`config.mk`:
```
export PLATFORM = sky130hd
export DESIGN_NAME = tone_gen
export DESIGN_NICKNAME = d
export VERILOG_FILES = /design/src/rtl/tone_gen.sv
export SDC_FILE = /design/constraint.sdc
export NUM_CORES = 1
export LEC_CHECK = 0
export ABC_AREA = 1
export BUFFER_PORTS_ARGS = -buffer_cell sky130_fd_sc_hd__buf_2
export CORE_MARGIN = 2
export CORE_UTILIZATION = 55
export DETAILED_ROUTE_END_ITERATION = 10
export GPL_TIMING_DRIVEN = 1
export PLACE_DENSITY = 0.77
export SLEW_MARGIN = 0
export SYNTH_ARGS = -nofsm -noshare
export SYNTH_HDL_FRONTEND = slang
export SYNTH_SLANG_ARGS = --single-unit
```
`constraint.sdc`:
```
create_clock -name clk -period 3.9 [get_ports clk]
set_clock_uncertainty 0.15 [all_clocks]
set_input_delay 0.195 -clock clk [delete_from_list [all_inputs] [get_ports clk]]
set_output_delay 0.195 -clock clk [all_outputs]
set_load 0.02 [all_outputs]
```
`src/rtl/tone_gen.sv`:
```
// tone_gen: square-wave note synthesiser with articulation gap, mute and volume.
// Optional macro TONE_GEN_STEREO_PAN_EN adds a pan input steering the sample left/right.
module tone_gen #(
    parameter int DIV_W      = 22,
    parameter int GAP_CYCLES = 1000000
) (
    input  logic               clk,
    input  logic               reset,
    input  logic [11:0]        ibeat,
    input  logic [DIV_W-1:0]   note_div,
    input  logic [2:0]         volume,
    input  logic               mute,
`ifdef TONE_GEN_STEREO_PAN_EN
    input  logic [1:0]         pan,
`endif
    output logic signed [15:0] audio_left,
    output logic signed [15:0] audio_right,
    output logic               note_on
);
    localparam int GW = (GAP_CYCLES > 0) ? $clog2(GAP_CYCLES + 1) : 1;

    logic [11:0]        ibeat_q;
    logic [DIV_W-1:0]   div_q, cnt_q, cnt_d;
    logic [GW-1:0]      gap_cnt_q, gap_cnt_d;
    logic               sq_q, sq_d;
    logic               div_change, beat_change, div_zero, gap_on, restart, wrap, silent;
    logic [15:0]        amp;
    logic signed [15:0] sample, left_d, right_d;

    always_comb begin
        div_change  = note_div != div_q;
        beat_change = ibeat != ibeat_q;
        div_zero    = note_div == '0;
        gap_on      = gap_cnt_q != '0;
        wrap        = cnt_q == note_div - DIV_W'(1);
        // A beat change only restarts the phase when it actually opens a gap
        restart     = div_change || div_zero || gap_on || (beat_change && GAP_CYCLES != 0);
        gap_cnt_d   = div_change                ? '0 :
                      (beat_change && !div_zero) ? GW'(GAP_CYCLES) :
                      gap_on                     ? gap_cnt_q - GW'(1) : '0;
        cnt_d       = (restart || wrap) ? '0 : cnt_q + DIV_W'(1);
        sq_d        = restart ? 1'b0 : (wrap ? ~sq_q : sq_q);
        silent      = mute || div_zero || gap_on || volume == '0;
        amp         = {1'b0, volume, 12'b0};
        sample      = silent ? '0 : (sq_q ? amp : -amp);
`ifdef TONE_GEN_STEREO_PAN_EN
        left_d      = (pan == 2'd2) ? '0 : sample;
        right_d     = (pan == 2'd1) ? '0 : sample;
`else
        left_d      = sample;
        right_d     = sample;
`endif
    end

    always_ff @(posedge clk) begin
        if (reset) begin
            ibeat_q     <= '0;
            div_q       <= '0;
            cnt_q       <= '0;
            sq_q        <= 1'b0;
            gap_cnt_q   <= '0;
            audio_left  <= '0;
            audio_right <= '0;
            note_on     <= 1'b0;
        end else begin
            ibeat_q     <= ibeat;
            div_q       <= note_div;
            cnt_q       <= cnt_d;
            sq_q        <= sq_d;
            gap_cnt_q   <= gap_cnt_d;
            audio_left  <= left_d;
            audio_right <= right_d;
            note_on     <= !silent;
        end
    end
endmodule

```
# After elaboration in Yosys (flattened, before gate mapping)

Index checks and enable logic that the tools add are counted.

Multiplexer cells: 3
Multipliers: 0
Eq/ne operators: 3
$add $sub $neg: 4
Div/mod/pow operators: 0
Bitwise gates (word level): 2
Magnitude comparators: 0
Reduce and logical (&&, ||, !) cells: 19
Shifts and indexed selects: 0

Operators with widths:

| kind                                                                 | number |
|---|---|
| 20-bit two-way mux                                                   | 2 |
| 22-bit by 1-bit adder with 22-bit output, second input constant      | 1 |
| 22-bit equality test                                                 | 1 |
| 22-bit zero test                                                     | 1 |
| 22-bit inequality test                                               | 1 |
| 22-bit by 1-bit subtractor with 22-bit output, second input constant | 1 |
| 20-bit nonzero test                                                  | 1 |
| 20-bit by 1-bit subtractor with 20-bit output, second input constant | 1 |
| 15-bit negation with 16-bit output                                   | 1 |
| 15-bit two-way mux                                                   | 1 |
| 12-bit inequality test                                               | 1 |
| 2-bit OR reduction                                                   | 4 |
| 1-bit logical OR                                                     | 7 |
| 4-bit OR reduction                                                   | 1 |
| 3-bit zero test                                                      | 1 |
| 3-bit OR reduction                                                   | 1 |
| 1-bit zero test                                                      | 2 |
| 1-bit inverter                                                       | 2 |
| 1-bit logical AND                                                    | 1 |

Bits in registers: 94
Memory bits (read-only): 0
Latch bits: 0
Memories kept: 0
Memory bits (writable): 0
Bits of input ports: 40
Word-level logic and storage cells: 40

# Logic depth before layout (Yosys ltp)

Depth after elaboration: 6
Mapped depth: 17
Gate-level depth less buffers: 15

# Worst setup path before layout

Ideal clock, no wire load.

Path type: register -> register
From: register gap_cnt_q[0]
To: register gap_cnt_q[11]
Library setup time: 116 ps
Data arrival time: 1741 ps
Setup slack: 1893 ps
Data required time: 3634 ps
Stages on the path, launching flop included: 15
Clock period less this slack: 2007 ps
Cells stage by stage: dfxtp_1 -> inv_1 -> ha_1 -> nand4_2 -> nor3b_2 -> nand2_2 -> nor2_4 -> nand2_2 -> nor2_4 -> nand2_1 -> nand2_1 -> inv_1 -> nand2_2 -> buf_6 -> nor2_1

Longest elaborated chain between the ends: 3

Ends and longest elaborated chain:

| what                                                                                                  | line | RTL |
|---|---|---|
| start: declaration                                                                                    | 24   | `logic [GW-1:0] gap_cnt_q, gap_cnt_d;` |
| start signal: assignment                                                                              | 70   | `gap_cnt_q <= gap_cnt_d;` |
| parallel branches: the longest is 3 deep, another holds 20-bit by 1-bit subtractor with 20-bit output | -    |  |

Several ways; the timed one is not identified.
A chain may end at the register's enable or synchronous reset.

# Final worst setup path

From: input port note_div[1]
To: register cnt_q[1]

Longest elaborated chain between the ends: 6

Ends and longest elaborated chain:

| what                                                                                                  | line | RTL |
|---|---|---|
| start: declaration                                                                                    | 10   | `input logic [DIV_W-1:0] note_div,` |
| parallel branches: the longest is 4 deep, another holds 22-bit by 1-bit subtractor with 22-bit output | -    |  |
| 1-bit logical OR (*)                                                                                  | 41   | `cnt_d = (restart \|\| wrap) ? '0 : cnt_q + DIV_W'(1);` |
| 2-bit OR reduction (no source line) (*)                                                               | -    |  |
| end signal: assignment                                                                                | 68   | `cnt_q <= cnt_d;` |
| end: declaration                                                                                      | 23   | `logic [DIV_W-1:0] div_q, cnt_q, cnt_d;` |

Every way passes the cells marked *.

==> metrics.yaml <==
ir_drop_mv: 0.293
fin_crit_ps: 2920
grt_pass1_wl_um: 18500
rsz0062_at_grt: "no"
ys_seq_area_share_pct: 33.6
drive_above_1_share_pct: 15.3
synthCells: 696
first_pass_iters: 4
ios: 73
nets: 813
die_area_um2: 9650
clock-sinks: 82
timing.final.crit_share_pct: 74.8
fin_ws_ps: 982
required_ps: 3970
critPathCaptureType: "flip-flop"
via_per_inst: 4.87
p_leak_uw: 0.00269
cts_tree: "built"
worst_slew_margin_rel_pct: 52.3
hold_path_depth: 3
dieWidth_um: 98.2
grt_overflow: 0
syn_to_final_growth_pct: 13.5
totalWireLength_um: 10900
min_path_type: "input port to flip-flop"
grt_max_degree: 36
die_h_um: 98.2
setup_viol: 0
synth.distinct_cells: 34
grt_pass1_vias: 4076
avgSynthCellArea_um2: 7.02
htreeDepth: 3
diodes: 0
postRouteAntennaNets: 0
start_kind: "input port"
insertion_delay_ps: 360
antenna_found_initial: 0
dp_hpwl_um: 8360
cts_buffer_depth: 2
path_class: "input port to flip-flop"
syn_area_um2: 4880
io_buffers: 48
reg2regPathDepth: 12
vias: 4282
crit_path_max_fanout: 22
hold_viol_final: 0
cts-root-buf: "clkbuf_8"
arrival_ps: 2990
start_util_pct: 56.3
finalPower_uw: 1730
power_density_nw_per_um2: 313
drt_iter0_drc: 188
fmax_ghz: 0.343
cts_buffers: 9
drv_slew: 0
synth_warnings: 0
setup-tns-final_ps: 0
worst_slew_pin_slew_ps: 713
coreArea_um2: 8680
outcome: "finished clean"
ys_ff_latch: 82
dp_slack_ps: 1150
clk_transition_reported_paths_ps: 80
drc: 0
wl_per_cell_um: 12.4
grt_util_all_layers_pct: 23.5
maxCapViolCount: 0
num_rows: 34
place_congestion: 0.872
-- metrics by stage --
step | util [%] | cell area [um^2] | hold WS (ps) | std cells
global placement | 58.4 | 5060 | 255 | 837
detailed placement | 58.4 | 5060 | 257 | 837
global route | 63.9 | 5540 | 1.40 | 880
CTS | 63.9 | 5540 | 0.248 | 880
floorplan | - | 4970 | 152 | 719
finish | 63.9 | 5540 | 8.70 | 880
-- metal layers --
| layer | vias to the layer above | share of wire [%] | global-route usage [%] |
|---|---|---|---|
| met5 | - | 0 | 0 |
| met4 | 0 | 2.3 | 8.22 |
| met3 | 21 | 4.3 | 3.94 |
| met2 | 86 | 49 | 41.3 |
| met1 | 1955 | 44 | 29.3 |
| li1 | 2220 | - | - |
-- Yosys cell counts --
cell	instances	area [um^2]
nand2_1	135	507
nor2_1	118	443
inv_1	99	372
dfxtp_1	82	1640
xor2_1	42	368
xnor2_1	32	280
nor2_2	31	194
buf_4	28	210
nand3_1	25	125
nand4_1	16	100
o21ai_0	16	80.1
nor3_1	11	55.1
nor2_4	7	78.8
ha_1	6	75.1
nand2_2	6	37.5
nand3b_1	6	45.0
buf_6	4	45.0
clkbuf_1	4	15.0
nor4_1	4	25.0
or2_2	4	25.0
a21oi_1	3	15.0
a31oi_1	2	12.5
clkbuf_2	2	10.0
nand3_2	2	20.0
o2111ai_1	2	17.5
conb_1	1	3.75
nand4_2	1	12.5
nor3_4	1	16.3
nor3b_2	1	12.5
nor4_2	1	12.5
o22ai_1	1	6.26
o31ai_1	1	7.51
o41ai_1	1	8.76
or2_0	1	6.26
-- timing repair --
| action | 4_1_cts | 5_1_grt |
|---|---|---|
| resized for setup | 0 | 0 |
| hold buffers | 27 | 0 |
| setup buffers | 0 | 0 |
| hold endpoints to repair | 27 | 0 |
-- flip-flops by register name, indices dropped and copies added (netlist names) --
| register | count |
|---|---|
| cnt_q | 22 |
| div_q | 22 |
| gap_cnt_q | 20 |
| ibeat_q | 12 |
| audio_right | 4 |
| note_on | 1 |
| sq_q | 1 |
-- power breakdown --
group          switching, uW  internal [uW]
clock network            332            320
logic                    132           82.0
registers               9.25            858
total                    474           1260
-- worst max-delay path, cell delays in order --
cell,delay [ps]
dlygate4sd3_1,530
buf_2,140
inv_1,100
ha_1,260
nand2_2,110
nor2_2,370
nand2_1,100
nand2_1,80
nand2_1,40
inv_1,40
nand2_1,50
nor2_2,80
nand2_1,60
nor2_2,110
nand3_2,80
nand2_2,540
nor2_1,80
-- path summary, 6_finish.rpt --
| kind | from | to | slack, ps |
|---|---|---|---|
| setup reg to reg | gap_cnt_q[0] | cnt_q[1] | 1370 |
| hold reg to reg | gap_cnt_q[0] | gap_cnt_q[0] | 270 |
| setup / recovery | note_div[1] | cnt_q[1] | 980 |
| hold / removal | note_div[0] | div_q[0] | 9 |
-- placed cells by master, fill, tap and decap left out, types with 3 or more instances in the layout --
cell type	count
a21oi_1	3
buf_2	48
clkbuf_8	10
conb_1	24
dfxtp_1	82
dlygate4sd3_1	27
ha_1	6
inv_1	99
inv_6	3
nand2_1	135
nand2_2	6
nand3_1	25
nand3b_1	6
nand4_1	16
nor2_1	118
nor2_2	31
nor2_4	7
nor3_1	11
nor4_1	4
o21ai_0	16
or2_2	4
xnor2_1	32
xor2_1	42
-- area by class of cell --
type,instances,area [um^2]
clock inverter,6,71.3
inverter,99,372
clock buffer,10,138
fill,781,3130
multi-input combinational,500,2680
sequential,82,1640
tap,108,135
timing repair buffer,75,510
-- logic make-up after synthesis --
kind of cell	after synthesis	synth area share (%)
compound gates	26	3.02
xor+xnor	74	13.3
fa+ha+maj	6	1.54
buf+inv	137	13.3
flops	82	33.6
other cells	1	0.0768
simple gates	370	35.1
Note: power is estimated with default switching activity, not from simulation.
